$ cat config.mk
export PLATFORM = sky130hd
export DESIGN_NAME = wb_stage_flat
export DESIGN_NICKNAME = d
export VERILOG_FILES = /design/src/rtl/wb_pkg.sv /design/src/rtl/wb_stage_if.sv /design/src/rtl/load_align.sv /design/src/rtl/wb_stage.sv /design/src/flat_wrapper.sv
export SDC_FILE = /design/constraint.sdc
export NUM_CORES = 1
export LEC_CHECK = 0
export ABC_AREA = 1
export CAP_MARGIN = 20
export CORE_ASPECT_RATIO = 2
export CORE_MARGIN = 4
export CORE_UTILIZATION = 39
export CTS_BUF_LIST = sky130_fd_sc_hd__clkbuf_4 sky130_fd_sc_hd__clkbuf_8 sky130_fd_sc_hd__clkbuf_16
export DETAILED_ROUTE_END_ITERATION = 8
export GPL_ROUTABILITY_DRIVEN = 0
export PLACE_DENSITY = 0.73
export SETUP_SLACK_MARGIN = 0.5
export SLEW_MARGIN = 10
export SYNTH_ARGS = -nofsm -noshare
export SYNTH_HDL_FRONTEND = slang
export SYNTH_SLANG_ARGS = --single-unit
$ cat constraint.sdc
create_clock -name clk -period 1.85 [get_ports clk]
set_input_delay 0.37 -clock clk [delete_from_list [all_inputs] [get_ports clk]]
set_output_delay 0.37 -clock clk [all_outputs]
set_load 0.02 [all_outputs]
$ cat src/rtl/wb_pkg.sv
`default_nettype none
//============================================================================
// Module   : wb_pkg
// Brief    : Shared constants for the writeback stage (source select, load
//            funct3 codes, default datapath width).
// Revision : 1.0 - initial release
//============================================================================
package wb_pkg;

    localparam int DEF_XLEN = 32;

    localparam logic [1:0] WBSEL_ALU  = 2'b00;
    localparam logic [1:0] WBSEL_LOAD = 2'b01;
    localparam logic [1:0] WBSEL_PC4  = 2'b10;

    localparam logic [2:0] LOAD_LB  = 3'b000;
    localparam logic [2:0] LOAD_LH  = 3'b001;
    localparam logic [2:0] LOAD_LW  = 3'b010;
    localparam logic [2:0] LOAD_LBU = 3'b100;
    localparam logic [2:0] LOAD_LHU = 3'b101;

endpackage
`default_nettype wire

$ cat src/rtl/wb_stage_if.sv
`default_nettype none
//============================================================================
// Module   : wb_stage_if
// Brief    : MEM -> WB transfer bundle (valid/ready handshake plus payload).
// Revision : 1.0 - initial release
//============================================================================
interface wb_stage_if #(
    parameter int XLEN = wb_pkg::DEF_XLEN
);
    logic            in_valid;
    logic            in_ready;
    logic            in_regwr;
    logic [4:0]      in_rd;
    logic [1:0]      in_wbsel;
    logic [2:0]      in_funct3;
    logic [1:0]      in_addr_lo;
    logic [XLEN-1:0] in_alu_res;
    logic [XLEN-1:0] in_mem_rdata;
    logic [XLEN-1:0] in_pc4;

    modport master (
        output in_valid, in_regwr, in_rd, in_wbsel, in_funct3, in_addr_lo,
               in_alu_res, in_mem_rdata, in_pc4,
        input  in_ready
    );

    modport slave (
        input  in_valid, in_regwr, in_rd, in_wbsel, in_funct3, in_addr_lo,
               in_alu_res, in_mem_rdata, in_pc4,
        output in_ready
    );
endinterface
`default_nettype wire

$ cat src/rtl/load_align.sv
`default_nettype none
//============================================================================
// Module   : load_align
// Brief    : Selects the addressed byte/half of a memory word and extends it.
// Revision : 1.0 - initial release
//============================================================================
module load_align
    import wb_pkg::*;
#(
    parameter int XLEN = DEF_XLEN
) (
    input  wire logic [XLEN-1:0] i_rdata,
    input  wire logic [1:0]      i_addr_lo,
    input  wire logic [2:0]      i_funct3,
    output logic      [XLEN-1:0] o_data
);

    logic [7:0]  w_byte;
    logic [15:0] w_half;

    always_comb begin
        case (i_addr_lo)
            2'd0:    w_byte = i_rdata[7:0];
            2'd1:    w_byte = i_rdata[15:8];
            2'd2:    w_byte = i_rdata[23:16];
            default: w_byte = i_rdata[31:24];
        endcase
        // Halfword accesses use only the upper address bit.
        w_half = i_addr_lo[1] ? i_rdata[31:16] : i_rdata[15:0];

        case (i_funct3)
            LOAD_LB:  o_data = {{(XLEN-8){w_byte[7]}}, w_byte};
            LOAD_LH:  o_data = {{(XLEN-16){w_half[15]}}, w_half};
            LOAD_LBU: o_data = {{(XLEN-8){1'b0}}, w_byte};
            LOAD_LHU: o_data = {{(XLEN-16){1'b0}}, w_half};
            default:  o_data = i_rdata;
        endcase
    end

endmodule
`default_nettype wire

$ cat src/rtl/wb_stage.sv
`default_nettype none
//============================================================================
// Module   : wb_stage
// Brief    : MEM/WB register, writeback source mux and retire counter
//            driving the register-file write port.
// Options  : WB_FWD_EN - adds EX-stage bypass hit/data outputs.
// Revision : 1.0 - initial release
//============================================================================
module wb_stage
    import wb_pkg::*;
#(
    parameter int XLEN  = DEF_XLEN,
    parameter int CNT_W = 64
) (
    input  wire logic             clk,
    input  wire logic             reset,
    wb_stage_if.slave             mem,
    input  wire logic             hold,
    input  wire logic             flush,
`ifdef WB_FWD_EN
    input  wire logic [4:0]       fwd_rs1_addr,
    input  wire logic [4:0]       fwd_rs2_addr,
    output logic                  fwd_rs1_hit,
    output logic                  fwd_rs2_hit,
    output logic [XLEN-1:0]       fwd_data,
`endif
    output logic                  regWr,
    output logic [4:0]            wr_addr,
    output logic [XLEN-1:0]       wr_data,
    output logic [CNT_W-1:0]      retire_cnt
);

    logic             r_valid;
    logic             r_regwr;
    logic [4:0]       r_rd;
    logic [XLEN-1:0]  r_data;
    logic [CNT_W-1:0] r_retire_cnt;

    logic             w_in_ready;
    logic             w_capture;
    logic             w_drain;
    logic [XLEN-1:0]  w_load_data;
    logic [XLEN-1:0]  w_sel_data;

    load_align #(.XLEN(XLEN)) u_load_align (
        .i_rdata   (mem.in_mem_rdata),
        .i_addr_lo (mem.in_addr_lo),
        .i_funct3  (mem.in_funct3),
        .o_data    (w_load_data)
    );

    always_comb begin
        case (mem.in_wbsel)
            WBSEL_LOAD: w_sel_data = w_load_data;
            WBSEL_PC4:  w_sel_data = mem.in_pc4;
            WBSEL_ALU:  w_sel_data = mem.in_alu_res;
            default:    w_sel_data = mem.in_alu_res;
        endcase
    end

    assign w_in_ready = !r_valid || !hold;
    assign w_capture  = mem.in_valid && w_in_ready;
    // A flushed entry neither writes nor retires, even when not held.
    assign w_drain    = r_valid && !hold && !flush;

    always_ff @(posedge clk) begin
        if (!reset) begin
            r_valid      <= 1'b0;
            r_regwr      <= 1'b0;
            r_rd         <= 5'd0;
            r_data       <= '0;
            r_retire_cnt <= '0;
        end else begin
            if (w_drain) begin
                r_retire_cnt <= r_retire_cnt + CNT_W'(1);
            end
            if (flush) begin
                r_valid <= 1'b0;
            end else if (w_capture) begin
                r_valid <= 1'b1;
                r_regwr <= mem.in_regwr;
                r_rd    <= mem.in_rd;
                r_data  <= w_sel_data;
            end else if (w_drain) begin
                r_valid <= 1'b0;
            end
        end
    end

    assign mem.in_ready = w_in_ready;
    assign regWr        = w_drain && r_regwr && (r_rd != 5'd0);
    assign wr_addr      = r_valid ? r_rd : 5'd0;
    assign wr_data      = r_valid ? r_data : '0;
    assign retire_cnt   = r_retire_cnt;

`ifdef WB_FWD_EN
    assign fwd_rs1_hit = regWr && (wr_addr == fwd_rs1_addr);
    assign fwd_rs2_hit = regWr && (wr_addr == fwd_rs2_addr);
    assign fwd_data    = wr_data;
`else
    // Bypass outputs are absent in this build.
`endif

endmodule
`default_nettype wire

$ cat src/flat_wrapper.sv
// flat-port wrapper written by rule: the top's interface ports become plain ports
module wb_stage_flat import wb_pkg::*;
#(
    parameter int XLEN  = DEF_XLEN,
    parameter int CNT_W = 64
)
  (clk, reset, hold, flush, regWr, wr_addr, wr_data, retire_cnt, mem_in_valid, mem_in_regwr, mem_in_rd, mem_in_wbsel, mem_in_funct3, mem_in_addr_lo, mem_in_alu_res, mem_in_mem_rdata, mem_in_pc4, mem_in_ready);
  wb_stage_if #(.XLEN(XLEN)) mem_i ();
  input  wire logic clk;
  input  wire logic reset;
  input  wire logic hold;
  input  wire logic flush;
  output logic regWr;
  output logic [4:0] wr_addr;
  output logic [XLEN-1:0] wr_data;
  output logic [CNT_W-1:0] retire_cnt;
  input wire logic [$bits(mem_i.in_valid)-1:0] mem_in_valid;
  input wire logic [$bits(mem_i.in_regwr)-1:0] mem_in_regwr;
  input wire logic [$bits(mem_i.in_rd)-1:0] mem_in_rd;
  input wire logic [$bits(mem_i.in_wbsel)-1:0] mem_in_wbsel;
  input wire logic [$bits(mem_i.in_funct3)-1:0] mem_in_funct3;
  input wire logic [$bits(mem_i.in_addr_lo)-1:0] mem_in_addr_lo;
  input wire logic [$bits(mem_i.in_alu_res)-1:0] mem_in_alu_res;
  input wire logic [$bits(mem_i.in_mem_rdata)-1:0] mem_in_mem_rdata;
  input wire logic [$bits(mem_i.in_pc4)-1:0] mem_in_pc4;
  output wire logic [$bits(mem_i.in_ready)-1:0] mem_in_ready;
  assign mem_i.in_valid = mem_in_valid;
  assign mem_i.in_regwr = mem_in_regwr;
  assign mem_i.in_rd = mem_in_rd;
  assign mem_i.in_wbsel = mem_in_wbsel;
  assign mem_i.in_funct3 = mem_in_funct3;
  assign mem_i.in_addr_lo = mem_in_addr_lo;
  assign mem_i.in_alu_res = mem_in_alu_res;
  assign mem_i.in_mem_rdata = mem_in_mem_rdata;
  assign mem_i.in_pc4 = mem_in_pc4;
  assign mem_in_ready = mem_i.in_ready;
  wb_stage #(.XLEN(XLEN), .CNT_W(CNT_W)) u_core (.clk(clk), .reset(reset), .mem(mem_i), .hold(hold), .flush(flush), .regWr(regWr), .wr_addr(wr_addr), .wr_data(wr_data), .retire_cnt(retire_cnt));
endmodule
### Yosys cells after proc, flatten, opt, wreduce, memory -nomap -nowiden

Cells that the tools add are included.

* flip-flop bits (word level): 103
* word-level logic and storage cells: 38
* output and inout port bits: 103

* reduce and logical (&&, ||, !) cells: 15
* $add $sub $neg: 1
* eq/ne operators: 7
* multiplexer cells: 8
* bitwise gates (word level): 2

Operators by type and width (number)
* case mux 32 bit (4 select lines): 1
* adder 64 x 1 -> 64 bit (second input constant): 1
* case mux 32 bit (2 select lines): 1
* two-way mux 32 bit: 1
* case mux 8 bit (3 select lines): 1
* two-way mux 16 bit: 1
* equality test 3 bit (second input constant): 2
* logical AND 1 bit: 5
* two-way mux 5 bit: 1
* nonzero test 5 bit: 1
* equality test 2 x 1 -> 1 bit (second input constant): 2
* equality test 2 bit (second input constant): 2
* equality test 3 x 1 -> 1 bit (second input constant): 1
* zero test 1 bit: 3
* zero test 3 bit: 1
* zero test 2 bit: 1
* two-way mux 1 bit: 2
* NOT 1 bit: 2
* AND reduction 2 bit: 1
* nonzero test 2 bit: 1
* OR reduction 2 bit: 1
* logical OR 1 bit: 1

### Depth between registers and ports, before layout

* word-level depth: 5
* depth in mapped cells: 12

### Modules after synthesis

From an unflattened synthesis, not the netlist that was laid out.

* cells, all modules: 1127
* area, all modules: 6864.1 µm²

Modules (own cells, without submodules)
* wb_stage: times used 1, cells an instance 964, area an instance 6005.8 µm²
* load_align: times used 1, cells an instance 163, area an instance 858.3 µm²

### Worst setup path after synthesis

Ideal clock, no wire load.

* kind: input port to output port
* start: input hold
* end: output regWr
* path buffers: 2
* data arrival time: 1.491 ns
* stages on the path: 4
* required time: 1.480 ns
* setup slack: -0.011 ns
* path through: nand3b_1 -> buf_2 -> buf_2 -> a311oi_1

* longest elaborated chain between the ends: 5

Ends and longest elaborated chain
* from (decl): line flat_wrapper.sv:11 `input wire logic hold;`
* zero test 1 bit: line wb_stage.sv:64 `assign w_drain = r_valid && !hold && !flush;`
* logical AND 1 bit (2 in series): line wb_stage.sv:64
* logical AND 1 bit (2 in series): line wb_stage.sv:91 `assign regWr = w_drain && r_regwr && (r_rd != 5'd0);`
* to (decl): line flat_wrapper.sv:13 `output logic regWr;`

Every way passes these cells.

### Worst setup path in the final report

* start: register u_core.r_valid
* end: register u_core.r_retire_cnt[41], in the netlist u_core.retire_cnt[41]

* longest elaborated chain between the ends: 2

Ends and longest elaborated chain
* from (decl): line wb_stage.sv:33 `logic r_valid;`
* from (signal assigned): line wb_stage.sv:68 `r_valid <= 1'b0;`
* from (signal assigned): line wb_stage.sv:78 `r_valid <= 1'b0;`
* from (signal assigned): line wb_stage.sv:80 `r_valid <= 1'b1;`
* logical AND 1 bit (2 in series): line wb_stage.sv:64
* to (signal assigned): line wb_stage.sv:75 `r_retire_cnt <= r_retire_cnt + CNT_W'(1);`
* to (decl): line wb_stage.sv:37 `logic [CNT_W-1:0] r_retire_cnt;`

Every way passes these cells.
A chain may end at the register's enable or synchronous reset.

==> impl_metrics.tcl <==
set metrics [dict create \
    syn-cell-area_sq_um 7219 \
    whs_ns 0.4696 \
    crit_fanout 5 \
    dp_hpwl_mm 24.82 \
    totalWireLength_mm 38.43 \
    grt_usage 0.3226 \
    regArea_sq_um 2253 \
    drt_first_iter_violations 634 \
    clock_sinks 103 \
    first_pass_iters 5 \
    synth.most_common_cell "nand2_1" \
    synthArstFlopShare 0 \
    period_share 0.9795 \
    syn-num-nets 1401 \
    worstMarginPinSlew_ns 0.5036 \
    dieWidth_um 104.2 \
    synth_edf_count 0 \
    clock_latency_ns 0.36 \
    drtAntennaViolNets 0 \
    synth.area.top_cells "dfxtp_1 (29%), nand2_1 (24%), a21oi_1 (9.7%), nor2_1 (9.0%), inv_1 (6.6%)" \
    p_leak_nw 5.916 \
    finalHoldViolations 0 \
    port_buffers 216 \
    yosys_warnings 0 \
    core_area_sq_um 18220 \
    grt_first_pass_wirelength_mm 52.24 \
    dp.cells 1737 \
    synth_common_cells "nand2_1 (470), nor2_1 (174), a21oi_1 (140)" \
    rows 70 \
    yosysUniqueCellTypes 42 \
    fin_total_pwr_mw 5.642 \
    yosysTopAreaCell "dfxtp_1" \
    viasPerCell 5.578 \
    synth.avg_cell_area_sq_um 5.623 \
    clk_path_buf_depth 2 \
    min_period_ns 1.812 \
    skew_ns 0.008883 \
    antenna_found_initial 3 \
    die_h_um 200.4 \
    clock-root-buffer "clkbuf_16" \
    critPathArrivalTime_ns 2.06 \
    syn_inst 1284 \
    drcViolationCount 0 \
    outcome "complete, no violations" \
    grt_max_degree 46 \
    area_delta_synth_final_pct 82.82 \
    crit_required_ns 2.10 \
    peakVddDrop_uv 461.9 \
    rsz0062_at_grt "yes" \
    ys_ff_latch 103 \
    via_count 10320 \
    cts_max_level 3 \
    nets 1744 \
    yosys.area.top_type_share 0.2856 \
    grt_pass1_vias 10120 \
    yosysSeqAreaShare 0.2856 \
    cts_buffers 9 \
    powerDensity_nw_per_um2 427.4 \
    final_core_util 0.7245 \
    setup_viol 0 \
    maxCapViolCount 0 \
    cts_tree "yes" \
    cp-end-kind "flip-flop" \
    finalNonFillerCells 1851 \
    slew_viol_final 0 \
    layout-drive-gt1-share 0.4314 \
    clk_pin_slew_ns 0.08 \
    start_util 0.3963 \
    critPathLaunchType "flip-flop" \
    cts_hold_buf 0 \
    crit_type "reg2reg" \
    synthFlopType "dfxtp_1" \
    grt-ovfl-total 0 \
    max_freq_mhz 551.8 \
    min_path_type "reg2reg" \
    route.detailed.wl_per_inst_um 20.76 \
    fillers 1393 \
    die_area_sq_um 20880 \
    multi_input_area_sq_um 5922 \
    io_pins 217 \
    slew_headroom 0.6643 \
]
## path summary, 6_finish.rpt
| check | from | to | slack, ns | cells past startpoint |
|---|---|---|---|---|
| worst max-delay path | u_core.r_valid$_SDFFE_PP0P_ | u_core.retire_cnt[41]$_SDFFE_PN0P_ | 0.04 | 9 |
| worst min-delay path | u_core.retire_cnt[6]$_SDFFE_PN0P_ | u_core.retire_cnt[6]$_SDFFE_PN0P_ | 0.47 | 1 |
| worst max register to register | u_core.r_valid$_SDFFE_PP0P_ | u_core.retire_cnt[41]$_SDFFE_PN0P_ | 0.04 | 9 |
| worst min register to register | u_core.retire_cnt[6]$_SDFFE_PN0P_ | u_core.retire_cnt[6]$_SDFFE_PN0P_ | 0.47 | 1 |
## where the power goes
group | switching (mW) | internal, mW
clock network | 0.922 | 1.04
registers | 0.0720 | 2.21
logic | 0.691 | 0.704
## what timing repair did
item | 4_1_cts | 5_1_grt
setup buffers | 40 | 39
gates resized for setup | 707 | 312
pin swaps | 58 | 58
setup endpoints to repair | 206 | 150
gates cloned | 13 | 3
## sequential cells by signal (all words and copies together) (netlist names)
name	count
u_core.retire_cnt	64
u_core.r_rd	5
u_core.r_valid	1
u_core.r_data	32
u_core.r_regwr	1
## worst max-delay path: stages (launching register included)
cell and delay, ns:
dfxtp_4 0.38, nand3b_1 0.22, buf_4 0.23, buf_12 0.12
nor2_4 0.12, nand3_2 0.10, nor2_4 0.15, nand3_4 0.11
o21ai_1 0.19, a21oi_1 0.08
## per-layer routing
metal / global-route usage / part of all wire / vias up
met1: 0.2638 / 0.29 / 4675
li1: - / - / 4772
met4: 0.2924 / 0.11 / 0
met3: 0.06308 / 0.076 / 251
met2: 0.6250 / 0.52 / 626
met5: 0 / 0 / -
## stage by stage
stage	cell area, sq um	worst slack, ns	TNS, ns
after floorplan	7629	0.2341	0
after global placement	10460	-0.7037	-26.89
after detailed placement	10460	-0.7377	-30.26
after CTS	11900	-0.01029	-0.01029
after global routing	13200	-0.04398	-0.07082
final	13200	0.03785	0
## layout by cell type, fill, tap and decap left out, types with 21 or more instances in the layout
| cell | count |
|---|---|
| buf_6 | 85 |
| dfxtp_4 | 44 |
| a21oi_1 | 94 |
| a21oi_2 | 42 |
| inv_2 | 38 |
| clkdlybuf4s50_1 | 105 |
| nor2_2 | 38 |
| buf_12 | 24 |
| nand2_2 | 56 |
| buf_2 | 57 |
| nor2_1 | 120 |
| o21ai_1 | 26 |
| nand4_1 | 21 |
| inv_1 | 91 |
| buf_4 | 78 |
| nand2_4 | 70 |
| dfxtp_1 | 38 |
| o21ai_0 | 28 |
| dfxtp_2 | 21 |
| nand2_1 | 348 |
| o21ai_2 | 34 |
| nor2_4 | 38 |
## cell type report
type,count,share of cell area
clock inverters,7,0.004740
well taps,216,0.02048
multi-input cells,997,0.4487
flip-flops and latches,103,0.1707
inverters,136,0.04152
repair inverters,1,0.0008532
diodes,3,0.0005688
clock buffers,9,0.01706
repair buffers,379,0.2954
## logic make-up after synthesis
family,after synthesis,synth area share
flops,103,0.2856
xor+xnor,7,0.008492
simple gates,742,0.4257
buf+inv,184,0.09896
compound gates,245,0.1761
fa+ha+maj,3,0.005200
No activity file was read; power rests on OpenSTA's default activity.
